$ cat config.mk
export PLATFORM = sky130hd
export DESIGN_NAME = ddr_rd_arbiter
export DESIGN_NICKNAME = d
export VERILOG_FILES = /design/src/rtl/p_ddr.sv /design/src/rtl/ddr_rd_arb_pick.sv /design/src/rtl/ddr_rd_arbiter.sv
export SDC_FILE = /design/constraint.sdc
export NUM_CORES = 1
export LEC_CHECK = 0
export CORE_AREA = 4 4 237 239
export CTS_CLUSTER_SIZE = 25
export DETAILED_ROUTE_END_ITERATION = 16
export DIE_AREA = 0 0 241 243
export PLACE_DENSITY_LB_ADDON = 0.08
export RECOVER_POWER = 50
export SETUP_SLACK_MARGIN = 0.2
export SYNTH_ARGS = -nofsm -noshare
export SYNTH_HDL_FRONTEND = slang
export SYNTH_SLANG_ARGS = --single-unit
$ cat constraint.sdc
create_clock -name ddr_clk -period 1.66 [get_ports ddr_clk]
set_clock_uncertainty 0.15 [all_clocks]
set_input_delay 0.166 -clock ddr_clk [delete_from_list [all_inputs] [get_ports ddr_clk]]
set_output_delay 0.166 -clock ddr_clk [all_outputs]
set_load 0.02 [all_outputs]
$ cat src/rtl/p_ddr.sv
// Shared DDR definitions: one-hot FSM encodings, client IDs and default widths.
package p_ddr;

    localparam int ADDR_W_DEF = 28;
    localparam int DATA_W_DEF = 256;

    typedef enum logic [2:0] {
        ST_IDLE  = 3'b001,
        ST_ISSUE = 3'b010,
        ST_DATA  = 3'b100
    } state_t;

    localparam logic CLI_DISP  = 1'b0;
    localparam logic CLI_RECOG = 1'b1;

endpackage

$ cat src/rtl/ddr_rd_arb_pick.sv
// Two-client priority picker: display wins unless the recognition client has
// been passed over STARVE_MAX times in a row.
module ddr_rd_arb_pick
    import p_ddr::*;
#(
    parameter int STARVE_MAX = 8
) (
    input  logic ddr_clk,
    input  logic rst,
    input  logic i_en,
    input  logic i_c0_req,
    input  logic i_c1_req,
    output logic o_grant,
    output logic o_gnt_id
);

    localparam int SW = $clog2(STARVE_MAX + 1);

    logic [SW-1:0] r_starve;
    logic          w_starved;

    assign w_starved = (r_starve == SW'(STARVE_MAX));
    assign o_grant   = i_en & (i_c0_req | i_c1_req);
    assign o_gnt_id  = (i_c1_req & (~i_c0_req | w_starved)) ? CLI_RECOG : CLI_DISP;

    always_ff @(posedge ddr_clk) begin
        if (rst) begin
            r_starve <= '0;
        end else if (o_grant) begin
            // a display grant while recognition waits counts toward starvation
            if (o_gnt_id == CLI_RECOG || !i_c1_req)
                r_starve <= '0;
            else if (!w_starved)
                r_starve <= r_starve + SW'(1);
        end
    end

endmodule

$ cat src/rtl/ddr_rd_arbiter.sv
// Two-client DDR read-port arbiter: one burst in flight, beats steered to owner.
// Optional watchdog enabled by defining DDR_RD_ARB_TIMEOUT_EN.
module ddr_rd_arbiter
    import p_ddr::*;
#(
    parameter int ADDR_W     = ADDR_W_DEF,
    parameter int DATA_W     = DATA_W_DEF,
    parameter int LEN_W      = 4,
    parameter int STARVE_MAX = 8,
    parameter int TIMEOUT    = 1023
) (
    input  logic              ddr_clk,
    input  logic              rst,
    input  logic              c0_req,
    input  logic [ADDR_W-1:0] c0_adr,
    input  logic [LEN_W-1:0]  c0_len,
    output logic              c0_ack,
    output logic              c0_rvalid,
    output logic              c0_done,
    input  logic              c1_req,
    input  logic [ADDR_W-1:0] c1_adr,
    input  logic [LEN_W-1:0]  c1_len,
    output logic              c1_ack,
    output logic              c1_rvalid,
    output logic              c1_done,
    output logic [DATA_W-1:0] rdata,
    output logic              rd_req,
    output logic [ADDR_W-1:0] ddr_rd_adr,
    output logic [LEN_W-1:0]  arlen,
    input  logic [DATA_W-1:0] ddr_rdata,
    input  logic              rdata_valid,
    input  logic              ddr_rbusy,
    output logic              err_timeout
);

    state_t            r_state, w_next;
    logic              r_gnt_id;
    logic [ADDR_W-1:0] r_adr;
    logic [LEN_W-1:0]  r_len;
    logic [LEN_W-1:0]  r_beat;
    logic              r_ack0, r_ack1, r_done0, r_done1;
    logic              w_grant, w_pick_id, w_busy, w_fin, w_to;

    ddr_rd_arb_pick #(.STARVE_MAX(STARVE_MAX)) u_pick (
        .ddr_clk  (ddr_clk),
        .rst      (rst),
        .i_en     ((r_state == ST_IDLE) & ~ddr_rbusy),
        .i_c0_req (c0_req),
        .i_c1_req (c1_req),
        .o_grant  (w_grant),
        .o_gnt_id (w_pick_id)
    );

    assign w_busy = (r_state == ST_ISSUE) | (r_state == ST_DATA);
    assign w_fin  = rdata_valid & (((r_state == ST_ISSUE) & (r_len == '0)) |
                                   ((r_state == ST_DATA)  & (r_beat == r_len)));

`ifdef DDR_RD_ARB_TIMEOUT_EN
    localparam int WD_W = $clog2(TIMEOUT + 1);
    logic [WD_W-1:0] r_wdog;
    logic            r_err;

    assign w_to        = w_busy & ~rdata_valid & (r_wdog == WD_W'(TIMEOUT - 1));
    assign err_timeout = r_err;

    always_ff @(posedge ddr_clk) begin
        if (rst) begin
            r_wdog <= '0;
            r_err  <= 1'b0;
        end else begin
            if (w_grant || rdata_valid)
                r_wdog <= '0;
            else if (w_busy)
                r_wdog <= r_wdog + WD_W'(1);
            if (w_to)
                r_err <= 1'b1;
        end
    end
`else
    assign w_to        = 1'b0;
    // constant 0: TIMEOUT only matters when the watchdog is built in
    assign err_timeout = (TIMEOUT < 0);
`endif

    always_comb begin
        w_next = r_state;
        case (r_state)
            ST_IDLE:  if (w_grant) w_next = ST_ISSUE;
            ST_ISSUE: if (rdata_valid) w_next = (r_len == '0) ? ST_IDLE : ST_DATA;
            ST_DATA:  if (w_fin) w_next = ST_IDLE;
            default:  w_next = ST_IDLE;
        endcase
        if (w_to)
            w_next = ST_IDLE;
    end

    always_ff @(posedge ddr_clk) begin
        if (rst) r_state <= ST_IDLE;
        else     r_state <= w_next;
    end

    always_ff @(posedge ddr_clk) begin
        if (rst) begin
            r_gnt_id <= CLI_DISP;
            r_adr    <= '0;
            r_len    <= '0;
            r_beat   <= '0;
            r_ack0   <= 1'b0;
            r_ack1   <= 1'b0;
            r_done0  <= 1'b0;
            r_done1  <= 1'b0;
        end else begin
            r_ack0  <= w_grant & (w_pick_id == CLI_DISP);
            r_ack1  <= w_grant & (w_pick_id == CLI_RECOG);
            r_done0 <= (w_fin | w_to) & (r_gnt_id == CLI_DISP);
            r_done1 <= (w_fin | w_to) & (r_gnt_id == CLI_RECOG);
            if (w_grant) begin
                r_gnt_id <= w_pick_id;
                r_adr    <= (w_pick_id == CLI_RECOG) ? c1_adr : c0_adr;
                r_len    <= (w_pick_id == CLI_RECOG) ? c1_len : c0_len;
            end
            // beat 0 arrives in ISSUE; DATA counts the rest up to arlen
            if (rdata_valid && r_state == ST_ISSUE)
                r_beat <= LEN_W'(1);
            else if (rdata_valid && r_state == ST_DATA)
                r_beat <= r_beat + LEN_W'(1);
        end
    end

    assign rd_req     = (r_state == ST_ISSUE);
    assign ddr_rd_adr = r_adr;
    assign arlen      = r_len;
    assign c0_ack     = r_ack0;
    assign c1_ack     = r_ack1;
    assign c0_done    = r_done0;
    assign c1_done    = r_done1;
    assign c0_rvalid  = rdata_valid & w_busy & (r_gnt_id == CLI_DISP);
    assign c1_rvalid  = rdata_valid & w_busy & (r_gnt_id == CLI_RECOG);
    assign rdata      = ddr_rdata;

endmodule

==> impl_metrics.toml <==
[status]
status = "finished with violations"
violations = "negative setup slack"

[route]
drt-initial-drc-count = 75
drt.antenna.violating_nets = 0
drt_first_pass_iters = 4
vias = 2969
vias_per_cell = 2.66
wl_um = 21000
drcViolationCount = 0
wl_per_cell_um = 18.8

[clock_tree]
cts_max_level = 2
ctsRootBufferMaster = "clkbuf_16"
tritoncts = "yes"
clock-sinks = 48
ctsLongestPathBuffers = 2
clk_latency_ns = 0.32
ctsHoldBuffers = 0
cts_buffers = 5
clk_pin_slew_ns = 0.08

[synth]
synthArstFlopShare = 0
synth_warnings = 0
avgSynthCellArea_um2 = 8.14
synth.distinct_cells = 39
synth-seq-area-share = 0.223
syn_nets = 857
synthFlopType = "dfxtp_1"
ys_seq_elements = 48
synth_top_area_share = 0.452
synth_edf_count = 0
netlist_area_um2 = 4300
syn_inst = 528
synth.area.top_cells = "buf_4 45%, dfxtp_1 22%, a211oi_2 8.4%"
synth_top_area_cell = "buf_4"

[timing]
tightest_slew_ns = 0.568
holdWs_ns = 0.182
rsz0062_at_grt = "yes"
finalHoldViolCount = 0
fin_crit_sh = 1.11
timing.fmax_mhz = 542
slew_violations = 0
layout_min_cycle_time_ns = 1.85
finalSetupViolations = 38
relSlewSlack = 0.621
setup_ws_ns = -0.185

[die]
die_w_um = 241
row_count = 85
core_um2 = 53800
die_y_um = 243
initial_core_util = 0.0799
io-pin-count = 622
dieArea_um2 = 58600

[power]
power-per-cell-area_nw_per_um2 = 762
sw_frac_of_total = 0.377
clockPowerShare = 0.264
switching_power_mw = 1.62
comb_power_share = 0.416
ir_drop_mv = 0.320
leakagePower_nw = 1.98
seqPwrFrac = 0.319
p_int_mw = 2.68

[place]
portBuffers = 108
hpwl_um = 15000
placed_area_um2 = 4720
place.gp.congestion = 0.603

[cells_and_area]
post-route-util = 0.105
area_growth_pct = 31.3
drive_above_1_share = 0.481
fillers = 6223
antenna_cells = 0
layout.nets = 751
stdcell_area_um2 = 5650

[critical_path]
startpoint_type = "flop"
r2r-start = "u_pick.r_starve[1]$_SDFFE_PP0P_"
path_delay_family = "buffers and inverters"
critical_path_depth = 9
crit_arrival_ns = 1.95
endpoint_kind = "flop"
cp_data_required_time_ns = 1.76
worstPathCellList = "inv_2 > ha_4 > and3b_2 > o21ai_4 > buf_12 > buf_12 > buf_16 > nand2_4 > a211oi_2"
path_buf_inv = 4
worst-r2r-setup-slack_ns = -0.19
cp-endpoint = "ddr_rd_adr[11]$_SDFFE_PP0P_"
path_max_fanout = 6
crit_start = "u_pick.r_starve[1]$_SDFFE_PP0P_"
worst_path_most_repeated_cell = "buf_12"
cpPeakStageDelay_ns = 0.34
crit_type = "flop to flop"
cp_slowest_cell = "dfxtp_2"
r2r-end = "ddr_rd_adr[11]$_SDFFE_PP0P_"
reg2reg_depth = 9

[global_route]
grt_overflow = 0
grt_use_total = 0.0694
antenna_found_initial = 2
grt_max_degree = 24
grt_pass1_wl_um = 27800
grt_pass1_vias = 3428

[job]
cap_viol_max_count = 0

[hold_path]
hold_class = "input pin to primary output"
synthesized netlist by cell type (2+ instances only):
cell type	number
nor4_1	2
xor2_1	6
nor2_1	41
a211oi_1	3
a21oi_1	41
o21a_1	2
nor3b_1	4
clkbuf_1	8
buf_2	6
nand2b_1	2
o21ai_0	2
nand2_1	41
ha_1	3
a211oi_2	29
inv_1	4
dfxtp_1	48
buf_4	259
buf_6	3
nor3_1	4
logic make-up (layout without fill, tap and decap cells):
kind of cell    count (synthesis)  count (layout)  share of synthesized area
buf+inv                       281             175                      0.478
xor+xnor                        7               7                     0.0143
other cells                     1               1                   0.000872
mux                             1               1                    0.00233
simple gates                  104             104                      0.115
flops                          48              48                      0.223
compound gates                 83              83                      0.157
fa+ha+maj                       3               3                    0.00873
per-stage QoR:
step	TNS (ns)	power, mW	setup WS [ns]	std cells
floorplan	-0.748	3.08	-0.0304	528
global placement	-9.54	2.99	-0.362	1090
detailed placement	-9.61	2.99	-0.336	1090
CTS	-5.62	4.47	-0.212	1116
global route	-9.06	4.64	-0.292	1118
finish	-5.20	4.30	-0.185	1118
metal layers:
layer | part of all wire | GRT usage
met4 | 0.081 | 0.0589
met5 | 0.00062 | 0
met1 | 0.37 | 0.0730
met3 | 0.13 | 0.0411
met2 | 0.41 | 0.0980
worst reg2reg max path, delay by kind of cell (launching register included):
family	cells	cell delay, ns
buffers and inverters	4	0.44
AOI/OAI and AO/OA	2	0.43
DFF	1	0.34
and+or+nand+nor	2	0.28
adders and majority gates	1	0.14
cell usage in the layout, fill, tap and decap left out, drive strengths merged:
cell type / instances
a21oi: 41
clkdlybuf4s15: 2
nor4: 3
and4bb: 1
dfxtp: 48
mux2i: 1
inv: 4
nand3b: 1
and3b: 1
xor2: 6
a211oi: 32
nor2b: 1
o21ai: 3
nor3b: 5
nand4: 1
dlygate4sd2: 30
a32oi: 1
nor3: 4
a21boi: 1
clkbuf: 7
nand2: 41
nand2b: 2
conb: 1
clkinv: 1
o21a: 2
xnor2: 1
ha: 3
nand3: 1
a22oi: 1
or3b: 1
nor2: 42
o31ai: 1
buf: 63
clkdlybuf4s50: 68
o21bai: 1
what timing repair did:
item                       CTS  global route
setup endpoints to repair   82            52
setup buffers               12             2
resized for setup          133            41
pin swaps                   24            34
gates cloned                 7             0
registers in the layout (all words and copies together), names as in the netlist:
name             flops
arlen                4
r_beat               4
r_gnt_id             1
c1_ack               1
c1_done              1
c0_done              1
c0_ack               1
u_pick.r_starve      4
r_state              3
ddr_rd_adr          28
worst min-delay path by stage:
stage | from | endpoint | depth (start not counted)
global placement | ddr_rdata[108] | rdata[108] | 0
floorplan | c0_adr[10] | ddr_rd_adr[10]$_SDFFE_PP0P_ | 2
global route | ddr_rdata[17] | rdata[17] | 0
detailed placement | ddr_rdata[108] | rdata[108] | 0
CTS | ddr_rdata[108] | rdata[108] | 0
finish | ddr_rdata[104] | rdata[104] | 0
power by group through the flow:
stage / combinational (mW) / sequential, mW / clock (mW)
3_3_place_gp: 1.58 / 1.41 / 0
5_1_grt: 1.95 / 1.40 / 1.29
6_report: 1.79 / 1.38 / 1.14
2_1_floorplan: 1.54 / 1.54 / 0
4_1_cts: 1.79 / 1.38 / 1.30
3_5_place_dp: 1.58 / 1.41 / 0
layout make-up:
| cell class | instances | area (um^2) | share of cell area |
|---|---|---|---|
| Multi-Input combinational cell | 199 | 1880 | 0.333 |
| Timing Repair Buffer | 164 | 1770 | 0.313 |
| Sequential cell | 48 | 978 | 0.173 |
| Tap cell | 696 | 871 | 0.154 |
| Clock buffer | 6 | 129 | 0.0228 |
| Inverter | 4 | 15.0 | 0.00266 |
| Clock inverter | 1 | 5.00 | 0.000886 |
(Power assumes the default switching activity.)
